File: src/rtl/cz_pkg.sv
// cz_pkg: shared condition codes and pipeline flag entry for the C/Z flag unit
package cz_pkg;
    localparam logic [1:0] COND_ALWAYS = 2'b00;
    localparam logic [1:0] COND_C      = 2'b01;
    localparam logic [1:0] COND_Z      = 2'b10;
    localparam logic [1:0] COND_NZ     = 2'b11;

    typedef struct packed {
        logic c_we;
        logic z_we;
        logic zfm;
        logic c;
        logic z;
    } flag_entry_t;
endpackage

File: src/rtl/cz_flag_unit_if.sv
// cz_flag_unit_if: EX-stage flag interface between the pipeline (master) and the flag unit (slave)
interface cz_flag_unit_if;
    logic       ex_valid;
    logic [1:0] ex_cond;
    logic       ex_c_we;
    logic       ex_z_we;
    logic       ex_z_from_mem;
    logic       ex_carry;
    logic       ex_zero;
    logic       mem_ld_zero;
    logic       stall_ex;
    logic       flush;
    logic       freeze;
    logic       ex_exec;
    logic       ex_carryin;
    logic       fwd_z;
    logic       c_flag;
    logic       z_flag;

    modport master (
        output ex_valid, ex_cond, ex_c_we, ex_z_we, ex_z_from_mem, ex_carry, ex_zero,
               mem_ld_zero, stall_ex, flush, freeze,
        input  ex_exec, ex_carryin, fwd_z, c_flag, z_flag
    );

    modport slave (
        input  ex_valid, ex_cond, ex_c_we, ex_z_we, ex_z_from_mem, ex_carry, ex_zero,
               mem_ld_zero, stall_ex, flush, freeze,
        output ex_exec, ex_carryin, fwd_z, c_flag, z_flag
    );
endinterface

File: src/rtl/flag_stage_reg.sv
// flag_stage_reg: one pipeline flag entry; hold keeps it, bubble loads an empty entry
module flag_stage_reg
    import cz_pkg::*;
(
    input  logic        clk,
    input  logic        rst,
    input  logic        hold,
    input  logic        bubble,
    input  flag_entry_t d,
    output flag_entry_t q
);
    always_ff @(posedge clk) begin
        if (rst)
            q <= '0;
        else if (!hold)
            q <= bubble ? '0 : d;
    end
endmodule

File: src/rtl/cz_flag_unit.sv
// cz_flag_unit: tracks C/Z through EX/MEM and MEM/WB, forwards newest flags to EX,
// and commits them to the architectural flags.
module cz_flag_unit
    import cz_pkg::*;
#(
    parameter logic RESET_C = 1'b0,
    parameter logic RESET_Z = 1'b0
) (
    input  logic          clk,
    input  logic          rst,
    cz_flag_unit_if.slave bus
);
    flag_entry_t exmem_d, exmem_q, memwb_d, memwb_q;
    logic        exmem_z;

    function automatic logic cond_true(input logic [1:0] cond, input logic c, input logic z);
        return cond == COND_ALWAYS ? 1'b1 : cond == COND_C ? c : cond == COND_Z ? z : !z;
    endfunction

    // a load's Z is only known in MEM, so the EX/MEM entry forwards the live zero-detect
    assign exmem_z        = exmem_q.zfm ? bus.mem_ld_zero : exmem_q.z;
    assign bus.ex_carryin = exmem_q.c_we ? exmem_q.c : memwb_q.c_we ? memwb_q.c : bus.c_flag;
    assign bus.fwd_z      = exmem_q.z_we ? exmem_z : memwb_q.z_we ? memwb_q.z : bus.z_flag;
    assign bus.ex_exec    = bus.ex_valid && !bus.flush && cond_true(bus.ex_cond, bus.ex_carryin, bus.fwd_z);

    always_comb begin
        exmem_d = '{c_we: bus.ex_c_we, z_we: bus.ex_z_we, zfm: bus.ex_z_from_mem,
                    c: bus.ex_carry, z: bus.ex_zero};
        memwb_d = exmem_q;
        memwb_d.z = exmem_z;
    end

    flag_stage_reg u_exmem (
        .clk    (clk),
        .rst    (rst),
        .hold   (bus.freeze),
        .bubble (bus.stall_ex || bus.flush || !bus.ex_exec),
        .d      (exmem_d),
        .q      (exmem_q)
    );

    flag_stage_reg u_memwb (
        .clk    (clk),
        .rst    (rst),
        .hold   (bus.freeze),
        .bubble (bus.flush),
        .d      (memwb_d),
        .q      (memwb_q)
    );

    always_ff @(posedge clk) begin
        if (rst) begin
            bus.c_flag <= RESET_C;
            bus.z_flag <= RESET_Z;
        end else if (!bus.freeze) begin
            if (memwb_q.c_we) bus.c_flag <= memwb_q.c;
            if (memwb_q.z_we) bus.z_flag <= memwb_q.z;
        end
    end
endmodule
File: src/flat_wrapper.sv
// flat-port wrapper written by rule: the top's interface ports become plain ports
module cz_flag_unit_flat import cz_pkg::*;
#(
    parameter logic RESET_C = 1'b0,
    parameter logic RESET_Z = 1'b0
)
  (clk, rst, bus_ex_valid, bus_ex_cond, bus_ex_c_we, bus_ex_z_we, bus_ex_z_from_mem, bus_ex_carry, bus_ex_zero, bus_mem_ld_zero, bus_stall_ex, bus_flush, bus_freeze, bus_ex_exec, bus_ex_carryin, bus_fwd_z, bus_c_flag, bus_z_flag);
  cz_flag_unit_if bus_i ();
  input  logic clk;
  input  logic rst;
  input wire logic [$bits(bus_i.ex_valid)-1:0] bus_ex_valid;
  input wire logic [$bits(bus_i.ex_cond)-1:0] bus_ex_cond;
  input wire logic [$bits(bus_i.ex_c_we)-1:0] bus_ex_c_we;
  input wire logic [$bits(bus_i.ex_z_we)-1:0] bus_ex_z_we;
  input wire logic [$bits(bus_i.ex_z_from_mem)-1:0] bus_ex_z_from_mem;
  input wire logic [$bits(bus_i.ex_carry)-1:0] bus_ex_carry;
  input wire logic [$bits(bus_i.ex_zero)-1:0] bus_ex_zero;
  input wire logic [$bits(bus_i.mem_ld_zero)-1:0] bus_mem_ld_zero;
  input wire logic [$bits(bus_i.stall_ex)-1:0] bus_stall_ex;
  input wire logic [$bits(bus_i.flush)-1:0] bus_flush;
  input wire logic [$bits(bus_i.freeze)-1:0] bus_freeze;
  output wire logic [$bits(bus_i.ex_exec)-1:0] bus_ex_exec;
  output wire logic [$bits(bus_i.ex_carryin)-1:0] bus_ex_carryin;
  output wire logic [$bits(bus_i.fwd_z)-1:0] bus_fwd_z;
  output wire logic [$bits(bus_i.c_flag)-1:0] bus_c_flag;
  output wire logic [$bits(bus_i.z_flag)-1:0] bus_z_flag;
  assign bus_i.ex_valid = bus_ex_valid;
  assign bus_i.ex_cond = bus_ex_cond;
  assign bus_i.ex_c_we = bus_ex_c_we;
  assign bus_i.ex_z_we = bus_ex_z_we;
  assign bus_i.ex_z_from_mem = bus_ex_z_from_mem;
  assign bus_i.ex_carry = bus_ex_carry;
  assign bus_i.ex_zero = bus_ex_zero;
  assign bus_i.mem_ld_zero = bus_mem_ld_zero;
  assign bus_i.stall_ex = bus_stall_ex;
  assign bus_i.flush = bus_flush;
  assign bus_i.freeze = bus_freeze;
  assign bus_ex_exec = bus_i.ex_exec;
  assign bus_ex_carryin = bus_i.ex_carryin;
  assign bus_fwd_z = bus_i.fwd_z;
  assign bus_c_flag = bus_i.c_flag;
  assign bus_z_flag = bus_i.z_flag;
  cz_flag_unit #(.RESET_C(RESET_C), .RESET_Z(RESET_Z)) u_core (.clk(clk), .rst(rst), .bus(bus_i));
endmodule
File: config.mk
export PLATFORM = sky130hd
export DESIGN_NAME = cz_flag_unit_flat
export DESIGN_NICKNAME = d
export VERILOG_FILES = /design/src/rtl/cz_pkg.sv /design/src/rtl/cz_flag_unit_if.sv /design/src/rtl/flag_stage_reg.sv /design/src/rtl/cz_flag_unit.sv /design/src/flat_wrapper.sv
export SDC_FILE = /design/constraint.sdc
export NUM_CORES = 1
export LEC_CHECK = 0
export ABC_AREA = 1
export CAP_MARGIN = 0
export CELL_PAD_IN_SITES_DETAIL_PLACEMENT = 0
export CELL_PAD_IN_SITES_GLOBAL_PLACEMENT = 1
export CORE_UTILIZATION = 32
export CTS_BUF_LIST = sky130_fd_sc_hd__clkbuf_4
export DETAILED_ROUTE_END_ITERATION = 7
export GPL_ROUTABILITY_DRIVEN = 0
export PLACE_DENSITY = 0.86
export SETUP_SLACK_MARGIN = 0.4
export SLEW_MARGIN = 5
export SYNTH_ARGS = -nofsm -noshare
export SYNTH_HDL_FRONTEND = slang
export SYNTH_SLANG_ARGS = --single-unit
File: constraint.sdc
create_clock -name clk -period 1.2 [get_ports clk]
set_input_delay 0.18 -clock clk [delete_from_list [all_inputs] [get_ports clk]]
set_output_delay 0.18 -clock clk [all_outputs]
set_load 0.02 [all_outputs]
# Yosys cells after proc, flatten, opt, wreduce, memory -nomap -nowiden
# Index checks and enable logic that the tools add are counted.
[classes]
eq_ne = 2
muxes = 10
reduce_logical = 8
[ops]
columns = ["op", "n"]
rows = [
  ["two-way mux 5 bit", 2],
  ["two-way mux 1 bit", 8],
  ["logical NOT 1 bit", 3],
  ["== test 2 x 1 -> 1 bit (second input constant)", 1],
  ["== test 2 bit (second input constant)", 1],
  ["logical AND 1 bit", 2],
  ["logical NOT 2 bit", 1],
  ["logical OR 1 bit", 2],
]
[word_totals]
regBits = 11
in_bits = 14

# Logic depth before layout (Yosys ltp)
[depth]
depth_word = 10
mapped_depth = 8

# Modules after synthesis
# Synthesis repeated with hierarchy kept, for this count alone.
[unflattened]
hier_cells = 84
hier_area_um2 = 586.8
[by_module_without_submodules]
columns = ["module", "area_per_inst_um2", "cells_per_inst", "instances"]
rows = [
  ["flag_stage_reg", 173.9, 21, 2],
  ["cz_flag_unit", 239.0, 42, 1],
]

# Worst setup path after synthesis
# No wires, ideal clock.
[synth_timing]
path_type = "register -> output"
start = "reg u_core.bus.z_flag"
end = "out bus_ex_exec"
slack_ps = -26
t_arrival_ps = 1046
path_stages_with_launch = 7
n_path_buf = 0
cell_sequence = "dfxtp_1 > nand2_2 > nand3_2 > nand2_4 > a21oi_4 > nand2_1 > inv_1"
[synth_between]
elab_chain_len = 7
[synth_rtl]
columns = ["element", "line_no", "text"]
rows = [
  ["from (decl)", "cz_flag_unit_if.sv:29", "output ex_exec, ex_carryin, fwd_z, c_flag, z_flag"],
  ["from (signal assigned)", "cz_flag_unit.sv:57", "if (memwb_q.z_we) bus.z_flag <= memwb_q.z;"],
  ["two-way mux 1 bit *", "n/a", ""],
  ["two-way mux 1 bit *", "cz_flag_unit.sv:23", "assign bus.fwd_z = exmem_q.z_we ? exmem_z : memwb_q.z_we ? memwb_q.z : bus.z_flag;"],
  ["logical NOT 1 bit", "cz_flag_unit.sv:17", "return cond == COND_ALWAYS ? 1'b1 : cond == COND_C ? c : cond == COND_Z ? z : !z;"],
  ["two-way mux 1 bit * (3 in series)", "cz_flag_unit.sv:17", ""],
  ["logical AND 1 bit *", "cz_flag_unit.sv:24", "assign bus.ex_exec = bus.ex_valid && !bus.flush && cond_true(bus.ex_cond, bus.ex_carryin, bus.fwd_z);"],
  ["to (decl)", "flat_wrapper.sv:22", "output wire logic [$bits(bus_i.ex_exec)-1:0] bus_ex_exec;"],
]
# Every way passes the cells marked *; elsewhere a longest branch is shown, timed or not.

# Worst setup path after layout
[layout_timing]
start = "reg u_core.u_memwb.q[4] (netlist bit)"
end = "out bus_ex_carryin"
[layout_between]
elab_chain_len = 2
[layout_rtl]
columns = ["element", "line_no", "text"]
rows = [
  ["from (decl)", "flag_stage_reg.sv:10", "output flag_entry_t q"],
  ["from (signal assigned)", "flag_stage_reg.sv:16", "q <= bubble ? '0 : d;"],
  ["two-way mux 1 bit (2 in series)", "cz_flag_unit.sv:22", "assign bus.ex_carryin = exmem_q.c_we ? exmem_q.c : memwb_q.c_we ? memwb_q.c : bus.c_flag;"],
  ["to (decl)", "flat_wrapper.sv:23", "output wire logic [$bits(bus_i.ex_carryin)-1:0] bus_ex_carryin;"],
]
# No other way between the ends.

==> reports/qor.yml <==
status: "finished with violations"
violations: "negative setup slack"
detail_route.drc_violations: 0
grtUsageMet2: 0.313
rsz0062_at_grt: "yes"
synth_top_area_frac: 0.354
grt_max_degree: 9
critical_path_required_ns: 1.02
diodes: 0
hpwl_microns: 1220
pre_cts_slack_ns: -0.697
areaGrowthSynthToFinish_pct: 82.3
crit_path_end_kind: "output port"
clk_path_buf_depth: 2
clk_latency_ns: 0.26
hold_buffers: 0
power.density_nw_per_um2: 699
start_kind: "flip-flop"
relSlewSlack: 0.891
viasPerCell: 4.47
grt_pass1_vias: 650
fillCellCount: 160
busiest_layer: "met2"
use_met1: 0.181
port-buffer-count: 18
clkSinkCount: 11
multiInputGateArea_sq_um: 370
drtIter0Drc: 6
grt_pass1_wl_microns: 2530
synth.area.top_cells: "dfxtp_1 (35%), nand2_1 (11%), a21oi_1 (10%), inv_1 (9.7%), nand4_1 (5.0%)"
ir_worst_vdd_v: 0.000491
synthesis.area_sq_um: 622
wirelength_microns: 1570
dr.pass1.iters: 3
crit_type: "reg2out"
cts_inserted_buffers: 3
ys_seq_elements: 11
via_count: 707
syn-mean-instance-area_sq_um: 6.99
max-cap-violations: 0
syn-instance-count: 89
worstMarginPinSlew_ns: 0.163
ant_nets: 0
synth_top_area_cell: "dfxtp_1"
die_x_microns: 46.1
nets: 148
syn_nets: 103
ys_seq_area_frac: 0.354
layout_commonest_cell: "buf_4"
clk_pin_slew_worst_paths_ns: 0.07
hold_viol_final: 0
power.leakage_nw: 0.513
grt_usage: 0.167
cts_tree: "built"
grt_use_met3: 0.0471
fmax_ghz: 0.709
wl_per_cell_microns: 9.92
final_area_sq_um: 1130
cts_root_buffer: "clkbuf_4"
hp-class: "in2reg"
crit_fanout: 3
setup_violations: 8
finalCritPeriodShare: 1.17
core_sq_um: 1780
initial_core_util: 0.349
gr-total-overflow: 0
core.rowCount: 15
antenna_found_initial: 0
cp.arrival_ns: 1.23
ys_warn_count: 0
drv_slew: 0
htreeDepth: 1
period_needed_ns: 1.41
die_area_sq_um: 2120
chipHeight_microns: 46.1
synth_cell_types: 20
final_layout_size_suffix_gt1_frac: 0.549
regArea_sq_um: 235
final_cell_mix: "buf_4 (18), nand2_1 (14), buf_6 (12)"
skew_ns: 0.00674
setup_ws_ns: -0.210
place_area_sq_um: 1010
io_pins: 19
final_core_util: 0.636
[timing repair]
| item | 4_1_cts | 5_1_grt |
|---|---|---|
| gates resized for setup | 46 | 15 |
| pin swaps | 4 | 8 |
| buffers inserted | 0 | 3 |
| setup endpoints to repair | 16 | 15 |
[metal layers]
metal	share of wire	wire length, microns	vias to the layer above
met1	0.44	683	331
met4	0	0	0
met3	0.020	31	0
li1	-	-	370
met2	0.54	852	6
met5	0	0	-
[state kept, by name, indices dropped and copies added (netlist names)]
name	count
u_core.u_memwb.q	4
u_core.bus.z_flag	1
u_core.bus.c_flag	1
u_core.u_exmem.q	5
[layout make-up]
type	instances	share of cell area
repair buffers	43	0.355
multi-input cells	58	0.327
flip-flops and latches	11	0.208
inverters	17	0.0563
well taps	25	0.0276
clock buffers	4	0.0265
[report_power, final]
group / leakage (nW) / internal [mW] / switching, mW / total [mW]
Combinational: 0.401 / 0.0857 / 0.0650 / 0.151
Sequential: 0.0933 / 0.362 / 0.00166 / 0.364
Clock: 0.0184 / 0.151 / 0.127 / 0.278
Total: 0.513 / 0.599 / 0.194 / 0.793
[through the flow]
step	TNS [ns]	hold WS (ns)	total power [mW]	cells
2_1_floorplan	0	0.328	0.426	89
3_3_place_gp	-2.82	0.449	0.512	151
3_5_place_dp	-3.26	0.450	0.514	151
4_1_cts	-0.497	0.463	0.803	155
5_1_grt	-1.59	0.306	0.840	158
6_report	-0.818	0.274	0.793	158
[worst max-delay path, stage by stage (launching register included)]
cell and delay, ns:
dfxtp_2 0.35, inv_2 0.04, nand2_2 0.06, nand3b_1 0.12, buf_4 0.15, and2_4 0.13, buf_6 0.12
[cells by family after synthesis]
group | share of synthesized area
buffers and inverters | 0.125
AO/OA/AOI/OAI | 0.147
flip-flops | 0.354
AND/OR/NAND/NOR | 0.374
[path summary, 6_finish.rpt]
kind              depth (start not counted)  slack, ns                             start                               end
setup / recovery                          6      -0.21  u_core.u_memwb.q[4]$_SDFFE_PP0N_                    bus_ex_carryin
setup reg to reg                          9      -0.06  u_core.u_memwb.q[4]$_SDFFE_PP0N_  u_core.u_exmem.q[1]$_SDFFE_PP0N_
hold / removal                            3       0.27                               rst    u_core.bus.c_flag$_SDFFE_PP0N_
hold reg to reg                           2       0.47  u_core.u_exmem.q[0]$_SDFFE_PP0N_  u_core.u_exmem.q[0]$_SDFFE_PP0N_
[Yosys cell counts, drive strengths merged]
master / n
a21bo: 1
a21oi: 14
and2: 1
buf: 2
clkbuf: 1
dfxtp: 11
inv: 17
nand2: 23
nand3: 4
nand3b: 1
nand4: 5
nor2: 7
or2: 2
No activity file was read; power rests on OpenSTA's default activity.
